### src/rtl/irq_controller.sv
// irq_controller: synchronised edge/level interrupt aggregator with W1C pending, enable mask and lowest-index-wins vector
module irq_controller #(
  parameter int NUM_IRQ = 8,
  parameter int SYNC_STAGES = 2,
  parameter logic [NUM_IRQ-1:0] MODE_RESET = {NUM_IRQ{1'b1}},
  parameter int ID_W = (NUM_IRQ > 1) ? $clog2(NUM_IRQ) : 1
) (
  input  logic               clk,
  input  logic               reset,
  input  logic [NUM_IRQ-1:0] src,
  input  logic               start,
  input  logic [2:0]         addr,
  input  logic               we,
  input  logic [31:0]        data,
  output logic [31:0]        q,
  output logic               done,
  output logic               irq,
  output logic [ID_W-1:0]    irq_id
);
  logic [NUM_IRQ-1:0] chain [SYNC_STAGES];
  logic [NUM_IRQ-1:0] s, prev, pending, enable, mode, act, set, clr;
  logic [ID_W-1:0] id_n;
  logic [31:0] rd, q1;
  logic v1, wr, unused_data;
  assign s = chain[SYNC_STAGES-1];
  assign act = pending & enable;
  assign set = s & (~mode | ~prev);
  assign wr = start && we;
  assign clr = (wr && addr == 3'd0) ? data[NUM_IRQ-1:0] : '0;
  assign unused_data = ^data;
  always_comb begin
    id_n = '0;
    for (int i = NUM_IRQ - 1; i >= 0; i--) id_n = act[i] ? ID_W'(i) : id_n;
  end
  always_comb rd = addr == 3'd0 ? 32'(pending) :
                   addr == 3'd1 ? 32'(enable) :
                   addr == 3'd2 ? 32'(mode) :
                   addr == 3'd3 ? {irq, 23'b0, 8'(irq_id)} :
                   addr == 3'd4 ? 32'(s) : 32'h0;
  always_ff @(posedge clk) begin
    if (reset) begin
      for (int i = 0; i < SYNC_STAGES; i++) chain[i] <= '0;
      prev <= '0;
      pending <= '0;
      enable <= '0;
      mode <= MODE_RESET;
      irq <= 1'b0;
      irq_id <= '0;
      v1 <= 1'b0;
      q1 <= '0;
      done <= 1'b0;
      q <= '0;
    end else begin
      chain[0] <= src;
      for (int i = 1; i < SYNC_STAGES; i++) chain[i] <= chain[i-1];
      prev <= s;
      pending <= set | (pending & ~clr);
      enable <= (wr && addr == 3'd1) ? data[NUM_IRQ-1:0] : enable;
      mode <= (wr && addr == 3'd2) ? data[NUM_IRQ-1:0] : mode;
      irq <= |act;
      irq_id <= id_n;
      v1 <= start;
      q1 <= (start && !we) ? rd : '0;
      done <= v1;
      q <= q1;
    end
  end
endmodule

### config.mk
export PLATFORM = sky130hd
export DESIGN_NAME = irq_controller
export DESIGN_NICKNAME = d
export VERILOG_FILES = /design/src/rtl/irq_controller.sv
export SDC_FILE = /design/constraint.sdc
export NUM_CORES = 1
export LEC_CHECK = 0
export BUFFER_PORTS_ARGS = -buffer_cell sky130_fd_sc_hd__buf_2
export CAP_MARGIN = 20
export CELL_PAD_IN_SITES_DETAIL_PLACEMENT = 0
export CELL_PAD_IN_SITES_GLOBAL_PLACEMENT = 1
export CORE_MARGIN = 2
export CORE_UTILIZATION = 34
export CTS_CLUSTER_DIAMETER = 60
export DETAILED_ROUTE_END_ITERATION = 8
export PLACE_DENSITY_LB_ADDON = 0.1
export SLEW_MARGIN = 10
export SYNTH_ARGS = -nofsm -noshare
export SYNTH_HDL_FRONTEND = slang
export SYNTH_SLANG_ARGS = --single-unit
export TNS_END_PERCENT = 1
### constraint.sdc
create_clock -name clk -period 1.3 [get_ports clk]
set_clock_uncertainty 0.15 [all_clocks]
set_input_delay 0.26 -clock clk [delete_from_list [all_inputs] [get_ports clk]]
set_output_delay 0.26 -clock clk [all_outputs]
set_load 0.05 [all_outputs]
After elaboration in Yosys (flattened, before gate mapping)
Memory sizes are Yosys's and may differ from the RTL's.
Index checks and enable logic that the tools add are counted.
{"block": "totals", "regBits": 102, "ram_bits": 16, "n_memories": 1}
{"memory": "chain", "depth": 2, "word_bits": 8, "read_ports": 2, "rd_ports_with_merged_regs": 0, "wr": 2, "line_no": "20", "source": "logic [NUM_IRQ-1:0] chain [SYNC_STAGES];"}
{"block": "classes", "n_eq_ne": 4, "n_mux": 18, "bitwise_logic": 11, "n_reduce_logical": 14}
{"op": "$mux W8", "n": 7}
{"op": "$mux W32", "n": 1}
{"op": "$and A8 B8 Y8", "n": 3}
{"op": "$not A8 Y8", "n": 3}
{"op": "$or A8 B8 Y8", "n": 2}
{"op": "$mux W3", "n": 4}
{"op": "$reduce_or A5 Y1", "n": 2}
{"op": "$reduce_or A8 Y1", "n": 1}
{"op": "$eq A3 B2 Y1 const B", "n": 2}
{"op": "$reduce_or A6 Y1", "n": 1}
{"op": "$logic_and A1 B1 Y1", "n": 5}
{"op": "$mux W1", "n": 4}
{"op": "$mux W2", "n": 2}
{"op": "$reduce_or A2 Y1", "n": 2}
{"op": "$eq A3 B1 Y1 const B", "n": 1}
{"op": "$eq A3 B3 Y1 const B", "n": 1}
{"op": "$logic_not A3 Y1", "n": 1}
{"op": "$reduce_or A3 Y1", "n": 1}
{"op": "$or A1 B1 Y1", "n": 2}
{"op": "$logic_not A1 Y1", "n": 1}
{"op": "$not A1 Y1", "n": 1}

Depth between registers and ports, before layout
{"block": "logic_depth", "word_depth": 8, "mapped_depth": 5, "mapped_depth_nobuf": 4}

Least setup slack after synthesis
No wires, ideal clock.
{"block": "synth_timing", "path_type": "input port to flip-flop", "startpoint": "in addr[0]", "endpoint": "reg q1[3]", "setup_ps": 130, "t_arrival_ps": 1145, "setup_slack_ps": -126, "path_stages": 5, "n_path_buf": 2, "path_cell_list": "buf_2 buf_6 mux2_2 a22oi_1 a21oi_1"}
{"block": "synth_via", "elab_chain_cells": 6}
{"item": "start, declared", "line_no": "12", "source": "input logic [2:0] addr,"}
{"item": "$eq A3 B3 Y1", "line_no": "39", "source": "addr == 3'd4 ? 32'(s) : 32'h0;"}
{"item": "$mux W8", "line_no": "39"}
{"item": "$mux W32", "line_no": "38", "source": "addr == 3'd3 ? {irq, 23'b0, 8'(irq_id)} :"}
{"item": "$mux W8", "line_no": "37", "source": "addr == 3'd2 ? 32'(mode) :"}
{"item": "$mux W8", "line_no": "36", "source": "addr == 3'd1 ? 32'(enable) :"}
{"item": "$mux W8 *", "line_no": "35", "source": "always_comb rd = addr == 3'd0 ? 32'(pending) :"}
{"item": "end signal, assigned", "line_no": "63", "source": "q1 <= (start && !we) ? rd : '0;"}
{"item": "end, declared", "line_no": "23", "source": "logic [31:0] rd, q1;"}
Every way passes the cells marked *; elsewhere a longest branch is shown, timed or not.
A chain may end at the register's enable or synchronous reset.

Final worst setup path
{"block": "layout_timing", "startpoint": "reg pending[6]", "endpoint": "reg irq_id[0]"}
{"block": "layout_via", "elab_chain_cells": 7}
{"item": "start, declared", "line_no": "21", "source": "logic [NUM_IRQ-1:0] s, prev, pending, enable, mode, act, set, clr;"}
{"item": "start signal, assigned", "line_no": "57", "source": "pending <= set | (pending & ~clr);"}
{"item": "$and A8 B8 Y8", "line_no": "26", "source": "assign act = pending & enable;"}
{"item": "$mux W3 (3 in series)", "line_no": "33", "source": "for (int i = NUM_IRQ - 1; i >= 0; i--) id_n = act[i] ? ID_W'(i) : id_n;"}
{"item": "$mux W2 (2 in series)", "line_no": "33"}
{"item": "$mux W1", "line_no": "33"}
{"item": "end signal, assigned", "line_no": "61", "source": "irq_id <= id_n;"}
{"item": "end, declared", "line_no": "18", "source": "output logic [ID_W-1:0] irq_id"}
Every way passes these cells.

==> metrics.yaml <==
status: "complete, but fails checks"
violations: "setup timing"
synth_top_area_frac: 0.526
period_needed_ns: 1.32
synth.largest_area_cell: "dfxtp_1"
avgSynthCellArea_um2: 10.4
p_sw_frac: 0.242
p_leak_nw: 1.47
grt_pass1_vias: 1860
grt_pass1_wl_mm: 9.73
ys_types: 27
max-cap-violations: 0
drc: 0
htreeDepth: 3
rsz0062_at_grt: "yes"
switching_power_mw: 1.14
antenna_found_initial: 0
synth_area_leaders: "dfxtp_1, nor2b_1, buf_4"
p_seq_frac: 0.489
clockBufferDepth: 2
hp-class: "in2reg"
crit_path_end_kind: "flip-flop"
required_ns: 1.37
die_w_um: 93.8
drt_iter0_markers: 60
core-area_um2: 7770
hold_slack_ns: 0.0164
worstPathArrival_ns: 1.40
cts_setup_buffers: 0
hold_violations: 0
final-max-slew-violation-count: 0
routed_wl_mm: 6.09
pin_count: 84
start_kind: "flip-flop"
fin_crit_sh: 1.02
antenna_cells: 0
gp_congestion: 0.751
power_mw: 4.69
wl_per_cell_um: 13.9
critical_path_class: "reg2reg"
crit_fanout: 2
grt_overflow: 0
portBuffers: 36
ys_seq_area_frac: 0.526
fin_nets: 379
synth_edf_count: 0
syn2layout_area_growth_pct: 28.3
drt-pass1-iter-count: 4
die_height_um: 93.8
numCtsBuffers: 9
yosys_warnings: 0
fin_ws_ns: -0.0208
clk_latency_ns: 0.34
ys_ff_latch: 72
cts.clk_slew.worst_paths_ns: 0.08
timing.fmax_mhz: 757
synthesis.area_um2: 2740
ir_drop_mv: 0.883
clkPwrFrac: 0.410
p_comb_frac: 0.100
setup_viol_count_final: 1
crit_chain: "nand2_2, a32o_2, a222oi_1, nor2_1"
synthArstFlopShare: 0
die_area_um2: 8800
final_layout_size_suffix_gt1_frac: 0.292
slowest_stage: "dfxtp_2"
grt_max_degree: 20
rows: 32
cts_tree: "built"
vias: 1958
powerDensity_nw_per_um2: 1330
synth_flop_cell: "dfxtp_1"
max_stage_delay_ns: 0.34
path_buf_inv: 0
start_util: 0.353
netlist_instances: 263
grtUsageTotal: 0.150
place_hpwl_mm: 4.37
setup_tns_ns: -0.0208
cts-root-buf: "clkbuf_8"
cts.sinks: 72
worst_path_dominant_cell_family: "compound AO/OA/AOI/OAI gates"
power.internal_mw: 3.55
avgViaCountPerCell: 4.47
ant_nets: 0
## worst register-to-register path: stages, from the launching register on
cell and delay (ns):
dfxtp_2 0.34, nand2_2 0.06, a32o_2 0.25, a222oi_1 0.34
nor2_1 0.07
## layout by cell type, fill, tap and decap left out, types with 2 or more instances in the layout
master	Yosys	routed
bufinv_16	0	2
dfxtp_1	72	67
buf_2	1	21
dfxtp_2	0	5
mux2i_1	16	16
a21oi_1	10	10
clkbuf_8	0	10
nand3_1	3	3
conb_1	1	23
nand3b_1	5	5
a22oi_1	9	7
a22oi_2	0	2
buf_6	1	8
nor2b_1	36	36
nand2_1	37	36
buf_12	0	2
dlygate4sd3_1	0	11
nor2_1	10	10
buf_4	24	26
a32o_1	9	8
mux2_2	11	11
## metrics by stage
| stage | util | cell area [µm²] | setup WS, ns | instances |
|---|---|---|---|---|
| 2_1_floorplan | - | 2850 | -0.0194 | 285 |
| 3_3_place_gp | 0.399 | 3100 | -0.289 | 412 |
| 3_5_place_dp | 0.399 | 3100 | -0.323 | 412 |
| 4_1_cts | 0.448 | 3480 | -0.0341 | 438 |
| 5_1_grt | 0.453 | 3520 | -0.0750 | 438 |
| 6_report | 0.453 | 3520 | -0.0208 | 438 |
## cells in the mapped netlist (2+ instances only)
cell and instances:
nand3_1 3, nor3b_2 2, buf_4 24, a22oi_1 9, nor2_1 10, nand2_1 37
dfxtp_1 72, mux2i_1 16, nor2b_1 36, mux2_2 11, nand3b_1 5, a32o_1 9
a21oi_1 10, clkbuf_1 6
## path summary, 6_finish.rpt
path / start / to / slack [ns] / cells after the start
worst min register to register: chain[0][6] / chain[0][14] / 0.29 / 1
worst min-delay path: data[1] / mode[1] / 0.02 / 3
worst max register to register: pending[6] / irq_id[0] / -0.02 / 4
worst max-delay path: pending[6] / irq_id[0] / -0.02 / 4
## flip-flops by register name (all words and copies together) (netlist names)
register	cells
done	1
pending	8
irq	1
chain	16
q1	9
mode	8
enable	8
irq_id	3
v1	1
prev	8
q	9
## power by group through the flow
stage               clock (mW)  combinational (mW)  sequential, mW
floorplan                    0               0.353            2.35
global placement             0               0.442            2.35
detailed placement           0               0.443            2.35
CTS                       1.98               0.472            2.29
global route              2.07               0.508            2.30
finish                    1.92               0.471            2.30
## cell families after synthesis
group / Yosys count / synth area share
DFF: 72 / 0.526
buffers and inverters: 33 / 0.0812
other: 1 / 0.00137
and+or+nand+nor: 100 / 0.206
AOI/OAI and AO/OA: 30 / 0.0826
muxes: 27 / 0.104
## area by class of cell
type / count / area (µm²)
Clock buffer: 10 / 138
Clock inverter: 5 / 81.3
Sequential cell: 72 / 1450
Multi-Input combinational cell: 180 / 1180
Timing Repair Buffer: 68 / 541
Tap cell: 102 / 128
Fill cell: 774 / 4250
Inverter: 1 / 3.75
## layer usage
layer / GRT usage / wire [µm] / vias up
met3: 0.0417 / 275 / 11
li1: - / - / 981
met4: 0.0616 / 106 / 0
met1: 0.190 / 2840 / 915
met2: 0.240 / 2860 / 51
met5: 0 / 0 / -
## repair_timing
item	4_1_cts	5_1_grt
endpoints found under the setup margin	15	14
hold endpoints to repair	11	0
hold buffers	11	0
pin swaps	1	4
gates resized for setup	20	13
No activity file was read; power rests on OpenSTA's default activity.
